### config.mk
export PLATFORM = sky130hd
export DESIGN_NAME = fetch_stage
export DESIGN_NICKNAME = d
export VERILOG_FILES = /design/src/rtl/cpu_pkg.sv /design/src/rtl/pc_gen.sv /design/src/rtl/fetch_stage.sv
export SDC_FILE = /design/constraint.sdc
export NUM_CORES = 1
export LEC_CHECK = 0
export ABC_AREA = 1
export CELL_PAD_IN_SITES_DETAIL_PLACEMENT = 2
export CELL_PAD_IN_SITES_GLOBAL_PLACEMENT = 2
export CORE_AREA = 5 5 170 172
export CTS_CLUSTER_SIZE = 20
export DETAILED_ROUTE_END_ITERATION = 6
export DIE_AREA = 0 0 175 177
export PLACE_DENSITY_LB_ADDON = 0.1
export SKIP_CTS_REPAIR_TIMING = 1
export SLEW_MARGIN = 10
export SYNTH_ARGS = -nofsm -noshare
export SYNTH_HDL_FRONTEND = slang
export SYNTH_HIERARCHICAL = 1
export SYNTH_SLANG_ARGS = --single-unit
### constraint.sdc
create_clock -name clock -period 1.9 [get_ports clock]
set_input_delay 0.19 -clock clock [delete_from_list [all_inputs] [get_ports clock]]
set_output_delay 0.19 -clock clock [all_outputs]
set_load 0.1 [all_outputs]
### src/rtl/cpu_pkg.sv
// Shared CPU definitions: datapath width, the bubble instruction, opcode map and
// the fetch FSM encoding. Imported by the fetch stage, its PC generator and control.
package cpu_pkg;

    localparam int XLEN = 32;

    // addi x0,x0,0: presented whenever the fetch stage holds no live instruction
    localparam logic [XLEN-1:0] NOP_INSTR = 32'h0000_0013;

    localparam logic [6:0] OP_LUI    = 7'h37;
    localparam logic [6:0] OP_JAL    = 7'h6F;
    localparam logic [6:0] OP_BRANCH = 7'h63;
    localparam logic [6:0] OP_LOAD   = 7'h03;
    localparam logic [6:0] OP_STORE  = 7'h23;
    localparam logic [6:0] OP_IMM    = 7'h13;
    localparam logic [6:0] OP_REG    = 7'h33;

    typedef enum logic [1:0] {
        IDLE  = 2'd0,
        FETCH = 2'd1,
        HOLD  = 2'd2,
        DRAIN = 2'd3
    } fetch_state_e;

    function automatic logic [31:0] sat_inc(input logic [31:0] value);
        return (value == 32'hFFFF_FFFF) ? value : value + 32'd1;
    endfunction

endpackage

### src/rtl/pc_gen.sv
// Program counter register: holds, steps by one word, or loads a word-aligned
// redirect target (redirect wins over increment).
module pc_gen
    import cpu_pkg::*;
#(
    parameter logic [XLEN-1:0] RESET_PC = '0
) (
    input  logic            clock,
    input  logic            reset,
    input  logic            inc_en,
    input  logic            redirect_en,
    input  logic [XLEN-1:0] redirect_target,
    output logic [XLEN-1:0] pc
);

    localparam logic [XLEN-1:0] ALIGN_MASK = {{(XLEN-2){1'b1}}, 2'b00};
    localparam logic [XLEN-1:0] WORD_BYTES = XLEN'(4);

    logic [XLEN-1:0] pc_q;
    logic [XLEN-1:0] pc_d;

    always_comb begin
        pc_d = pc_q;
        if (redirect_en) begin
            pc_d = redirect_target & ALIGN_MASK;
        end else if (inc_en) begin
            pc_d = pc_q + WORD_BYTES;
        end
    end

    // NOTE: sequential state uses non-blocking assignments so every flop samples pre-edge values.
    always_ff @(posedge clock) begin
        if (reset) begin
            pc_q <= RESET_PC;
        end else begin
            pc_q <= pc_d;
        end
    end

    assign pc = pc_q;

endmodule

### src/rtl/fetch_stage.sv
// Instruction fetch stage: owns the PC, fetches over req/ack, registers the instruction
// for control. Define FETCH_PERF_CNT_EN to add fetch/stall/flush counters.
module fetch_stage
    import cpu_pkg::*;
#(
    parameter logic [XLEN-1:0] RESET_PC = 32'h0000_0000
) (
    input  logic            clock,
    input  logic            reset,
    output logic            imem_req,
    output logic [XLEN-1:0] imem_addr,
    input  logic            imem_ack,
    input  logic [XLEN-1:0] imem_rdata,
    input  logic            stall,
    input  logic            brnch_taken,
    input  logic [XLEN-1:0] brnch_target,
    output logic [XLEN-1:0] instr,
    output logic [6:0]      opcode,
    output logic [XLEN-1:0] pc_out,
    output logic            instr_valid
`ifdef FETCH_PERF_CNT_EN
    ,
    output logic [31:0]     fetch_count,
    output logic [31:0]     stall_count,
    output logic [31:0]     flush_count
`endif
);

    fetch_state_e    state_q, state_d;
    logic [XLEN-1:0] instr_q, instr_d;
    logic [XLEN-1:0] pc_out_q, pc_out_d;
    logic            valid_q, valid_d;
    logic [XLEN-1:0] drain_addr_q, drain_addr_d;
    logic [XLEN-1:0] pc;
    logic            pc_inc;
    logic            pc_redirect;

    pc_gen #(
        .RESET_PC (RESET_PC)
    ) u_pc_gen (
        .clock           (clock),
        .reset           (reset),
        .inc_en          (pc_inc),
        .redirect_en     (pc_redirect),
        .redirect_target (brnch_target),
        .pc              (pc)
    );

    // NOTE: every always_comb output gets a default first so no path infers a latch.
    always_comb begin
        state_d      = state_q;
        instr_d      = instr_q;
        pc_out_d     = pc_out_q;
        valid_d      = valid_q;
        drain_addr_d = drain_addr_q;
        pc_inc       = 1'b0;
        pc_redirect  = 1'b0;

        if (brnch_taken) begin
            pc_redirect = 1'b1;
            valid_d     = 1'b0;
            instr_d     = NOP_INSTR;
            if (state_q == DRAIN) begin
                state_d = DRAIN;
            end else if (state_q == FETCH && !imem_ack) begin
                // The bus still owes an answer at the old address; remember it.
                state_d      = DRAIN;
                drain_addr_d = pc;
            end else begin
                state_d = FETCH;
            end
        end else begin
            if (valid_q && !stall) begin
                valid_d = 1'b0;
                instr_d = NOP_INSTR;
            end
            case (state_q)
                IDLE: state_d = FETCH;
                FETCH: begin
                    if (imem_ack) begin
                        instr_d  = imem_rdata;
                        pc_out_d = pc;
                        valid_d  = 1'b1;
                        pc_inc   = 1'b1;
                        state_d  = stall ? HOLD : FETCH;
                    end
                end
                HOLD: begin
                    if (!stall) begin
                        state_d = FETCH;
                    end
                end
                DRAIN: begin
                    if (imem_ack) begin
                        state_d = FETCH;
                    end
                end
                default: state_d = IDLE;
            endcase
        end
    end

    always_ff @(posedge clock) begin
        if (reset) begin
            state_q      <= IDLE;
            instr_q      <= NOP_INSTR;
            pc_out_q     <= RESET_PC;
            valid_q      <= 1'b0;
            drain_addr_q <= RESET_PC;
        end else begin
            state_q      <= state_d;
            instr_q      <= instr_d;
            pc_out_q     <= pc_out_d;
            valid_q      <= valid_d;
            drain_addr_q <= drain_addr_d;
        end
    end

    assign imem_req    = (state_q == FETCH) || (state_q == DRAIN);
    assign imem_addr   = (state_q == DRAIN) ? drain_addr_q : pc;
    assign instr       = instr_q;
    assign opcode      = instr_q[6:0];
    assign pc_out      = pc_out_q;
    assign instr_valid = valid_q;

`ifdef FETCH_PERF_CNT_EN
    logic [31:0] fetch_count_q, fetch_count_d;
    logic [31:0] stall_count_q, stall_count_d;
    logic [31:0] flush_count_q, flush_count_d;
    logic        fetch_accept;

    assign fetch_accept = (state_q == FETCH) && imem_ack && !brnch_taken;

    always_comb begin
        fetch_count_d = fetch_accept ? sat_inc(fetch_count_q) : fetch_count_q;
        stall_count_d = (valid_q && stall) ? sat_inc(stall_count_q) : stall_count_q;
        flush_count_d = brnch_taken ? sat_inc(flush_count_q) : flush_count_q;
    end

    always_ff @(posedge clock) begin
        if (reset) begin
            fetch_count_q <= '0;
            stall_count_q <= '0;
            flush_count_q <= '0;
        end else begin
            fetch_count_q <= fetch_count_d;
            stall_count_q <= stall_count_d;
            flush_count_q <= flush_count_d;
        end
    end

    assign fetch_count = fetch_count_q;
    assign stall_count = stall_count_q;
    assign flush_count = flush_count_q;
`endif

endmodule

; ---- Yosys cells after proc, flatten, opt, wreduce, memory -nomap -nowiden
; Index checks and enable logic that the tools add are counted.
[word_totals]
reg_bits = 131
in_bits = 69
output_inout_bits = 105
wordCells = 49
[classes]
addsub = 1
eq_ne = 6
n_mux = 21
n_bitwise = 2
n_reduce_logical = 12
[ops]
columns = op, count
row1 = $mux 32, 6
row2 = $add 32x3->32 const B, 1
row3 = $mux 2, 7
row4 = $ne 3x3->1 const B, 3
row5 = $reduce_and 3->1, 3
row6 = $pmux 2 s4, 1
row7 = $mux 1, 7
row8 = $eq 2x2->1 const B, 2
row9 = $reduce_or 2->1, 2
row10 = $eq 2x1->1 const B, 1
row11 = $logic_and 1x1->1, 2
row12 = $logic_not 1->1, 2
row13 = $logic_not 2->1, 1
row14 = $not 1->1, 2
row15 = $reduce_bool 2->1, 1
row16 = $logic_or 1x1->1, 1

; ---- Depth between registers and ports, before layout
[logic_depth]
word_depth = 5
mapped_depth = 11
mapped_depth_nobuf = 9

; ---- Cells and area by module
; Netlist, hierarchy kept.
[modules_own_cells]
columns = mod, n_inst, cells_each, area_each_um2, seq_area_each_um2
row1 = fetch_stage, 1, 730, 4549.4, 1981.9
row2 = pc_gen, 1, 326, 2100.8, 600.6

; ---- Worst setup path after synthesis
; Ideal clock, no wire load.
[synth_timing]
path_kind = flip-flop to output port
startpoint = reg state_q[1]
endpoint = out imem_addr[13]
arrival_time_ps = 2415
required_ps = 1710
path_slack_ps = -705
path_stages_with_launch = 6
path_cell_list = dfxtp_1 nand2_1 buf_2 buf_1 nor2_1 a21oi_1
[synth_via]
elab_chain_len = 2
[synth_rtl]
columns = element, line_no
row1 = start: declaration, fetch_stage.sv:29  ; fetch_state_e state_q, state_d;
row2 = start signal: assignment, fetch_stage.sv:111  ; state_q <= state_d;
row3 = $eq 2x2->1, fetch_stage.sv:120  ; assign imem_addr = (state_q == DRAIN) ? drain_addr_q : pc;
row4 = $mux 32, fetch_stage.sv:120
row5 = end: declaration, fetch_stage.sv:11  ; output logic [XLEN-1:0] imem_addr,
; No other way between the ends.

; ---- Worst setup path after layout
[layout_timing]
startpoint = reg state_q[0]
endpoint = out imem_addr[10]
; Same word-level chain as after synthesis.

==> metrics <==
Max-cap violations 0; maximum vdd ir drop 0.000401 V; Initial Utilization 24.3%; sequential share of power 33.9%; Cell Area, Synth 6650 um2; grt total ovfl 0; fin crit period 1.83 ns; I/O Pins 174; ANT cells 0; RSZ-0062 raised after global routing yes; via count 7176; vias per inst 4.55; Sw Ratio 35.4%; Top FF cell, synth dfxtp_1; cells along the critical path nand2_8 -> buf_4 -> nor2_1 -> a21oi_2 -> buf_12; M1 GR Usage 22.4%; ys async rst share 0%; first-pass GRT wire length 42600 um; Area growth syn-to-layout 47.7%; Design Power 8.75 mW; number of synthesis warnings 6; Netlist cell types 27; post-route design area 9820 um2; Post-Syn Area per Cell 6.30 um2; slowest cell on the critical path dfxtp_2; Die Ht 177 um; Setup crit start kind flop; post-synthesis sequential area ratio 38.8%; nature of the critical path endpoint primary output; top cell type by total area after synthesis dfxtp_1; Max Fclk 0.547 GHz; drt wl/cell 16.8 um; CTS max path bufs 2; DRC violations left 0; IO buf count 171; total global-route track usage 17.2%; vias in the first global route 7668; grt met2 use 30.5%; status complete, no violations; clk slew on worst S/H paths 0.07 ns; Mapped Cells 1056; most frequent cell after synthesis nand2_1; CTS tree built; Core Region 27300 um2; antenna violations before repair 0; WHS 0.353 ns; DP Area 9220 um2; worst setup path class flop to primary output; synth cell count leaders nand2_1 (292), nor2_1 (230), dfxtp_1 (129); pre-CTS setup slack 0.0930 ns; setup ws final 0.0733 ns; clk_lat worst skew 0.42 ns; Static Leak 4.32 nW; P_int 5.65 mW; Final Setup Violations 0; CTS Sinks 129; busiest grt layer met2; fraction of layout cells with a size suffix above 1 20.0%; hold crit path type primary input to flop; Final nets 1290; sw power 3.10 mW; Post-synth EDFFs 0; final WL 26500 um; Critical Path AT 1.64 ns; Num CTS Buffers 17; routability cong. 0.775; Cell Rows 61; Slowest Stage Delay on Critical Path 0.37 ns; Layout Skew 0.0130 ns; Final Hold Viols 0; post-synth top area share 38.8%; Synth Register Bits 129; synth top area cells dfxtp_1 (39%), nand2_1 (16%), nor2_1 (13%), nand3_1 (7.8%), inv_1 (5.6%); CP required 1.71 ns; 1st-iter DRT viols 288; largest net degree at the start of global routing 38; CTS root buf clkbuf_16; met3 Resource Use GR 2.95%; Slew Viols, Final 0; HPWL after detailed placement 19500 um; Period Utilization, post-route 96.1%; Gate power share 27.3%; htree depth 4; die area 31000 um2; Clock power frac 38.8%; router iterations before antenna repair 6; Critical Path Fanout Max 12; pwr dens 891 nW/um2; Die X 175 um; post-route antenna net violation count 0
## placed cells by master (no fill, tap or decap), types with 8 or more instances in the layout
| master | Yosys | final |
|---|---|---|
| nand2_1 | 292 | 291 |
| nor2_1 | 230 | 227 |
| dfxtp_1 | 129 | 127 |
| nand3_1 | 103 | 103 |
| inv_1 | 99 | 98 |
| buf_4 | 11 | 97 |
| clkdlybuf4s50_1 | 0 | 66 |
| buf_12 | 0 | 46 |
| a21oi_2 | 3 | 35 |
| a21oi_1 | 56 | 24 |
| a22oi_1 | 20 | 20 |
| clkbuf_16 | 0 | 17 |
| nor2_4 | 12 | 13 |
| nand2_2 | 8 | 8 |
| o21ai_0 | 8 | 8 |
## worst paths after layout
kind	from	to	slack [ns]	depth (start not counted)
worst max register to register	u_pc_gen/pc[3]	u_pc_gen/pc[24]	0.21	9
worst min register to register	drain_addr_q[22]	drain_addr_q[22]	0.49	2
worst max-delay path	state_q[0]	imem_addr[10]	0.07	5
worst min-delay path	brnch_target[8]	u_pc_gen/pc[8]	0.35	3
## final cells by class
cell class              count  area, um2
clock inverters            13        165
flip-flops and latches    129       2590
inverters                 103        387
well taps                 346        433
clock buffers              17        425
fillers                  3197      17500
multi-input cells         760       3510
repair buffers            209       2310
## worst max-delay path: cells and delay by family, from the launching register on
family,cells,cell delay (ns)
simple gates,2,0.23
compound gates,1,0.19
flops,1,0.37
buf+inv,2,0.43
## stage by stage
stage               instances  TNS [ns]  utilization [%]
finish                   1577         0             35.9
global route             1577   -0.0164             35.9
CTS                      1577     -4.03             35.9
detailed placement       1547         0             33.7
global placement         1547         0             33.7
floorplan                1057     -5.31                -
## registers in the layout, indices dropped and copies added, names as in the netlist
name	flops
drain_addr_q	32
instr	32
pc_out	32
u_pc_gen/pc	30
state_q	2
instr_valid	1
## routing by layer
metal  wire [um]  part of all wire, %
met4         145                 0.55
met2       12900                   49
met1       12700                   48
met5           0                    0
met3         791                  3.0
## power groups by stage
stage / combinational [mW] / clock (mW) / sequential [mW]
after floorplan: 1.14 / 0 / 3.42
after global placement: 2.38 / 0 / 3.02
after detailed placement: 2.41 / 0 / 3.03
after CTS: 2.42 / 3.51 / 2.97
after global routing: 2.53 / 3.62 / 2.99
final: 2.39 / 3.39 / 2.97
## logic make-up after synthesis
family	share of synthesized area, %
AOI/OAI and AO/OA	8.17
DFF	38.8
adders and majority gates	0.188
xor gates and xnor gates	0.658
buffers and inverters	10.6
and+or+nand+nor	41.5
other	0.0564
No activity file was read; power rests on OpenSTA's default activity.
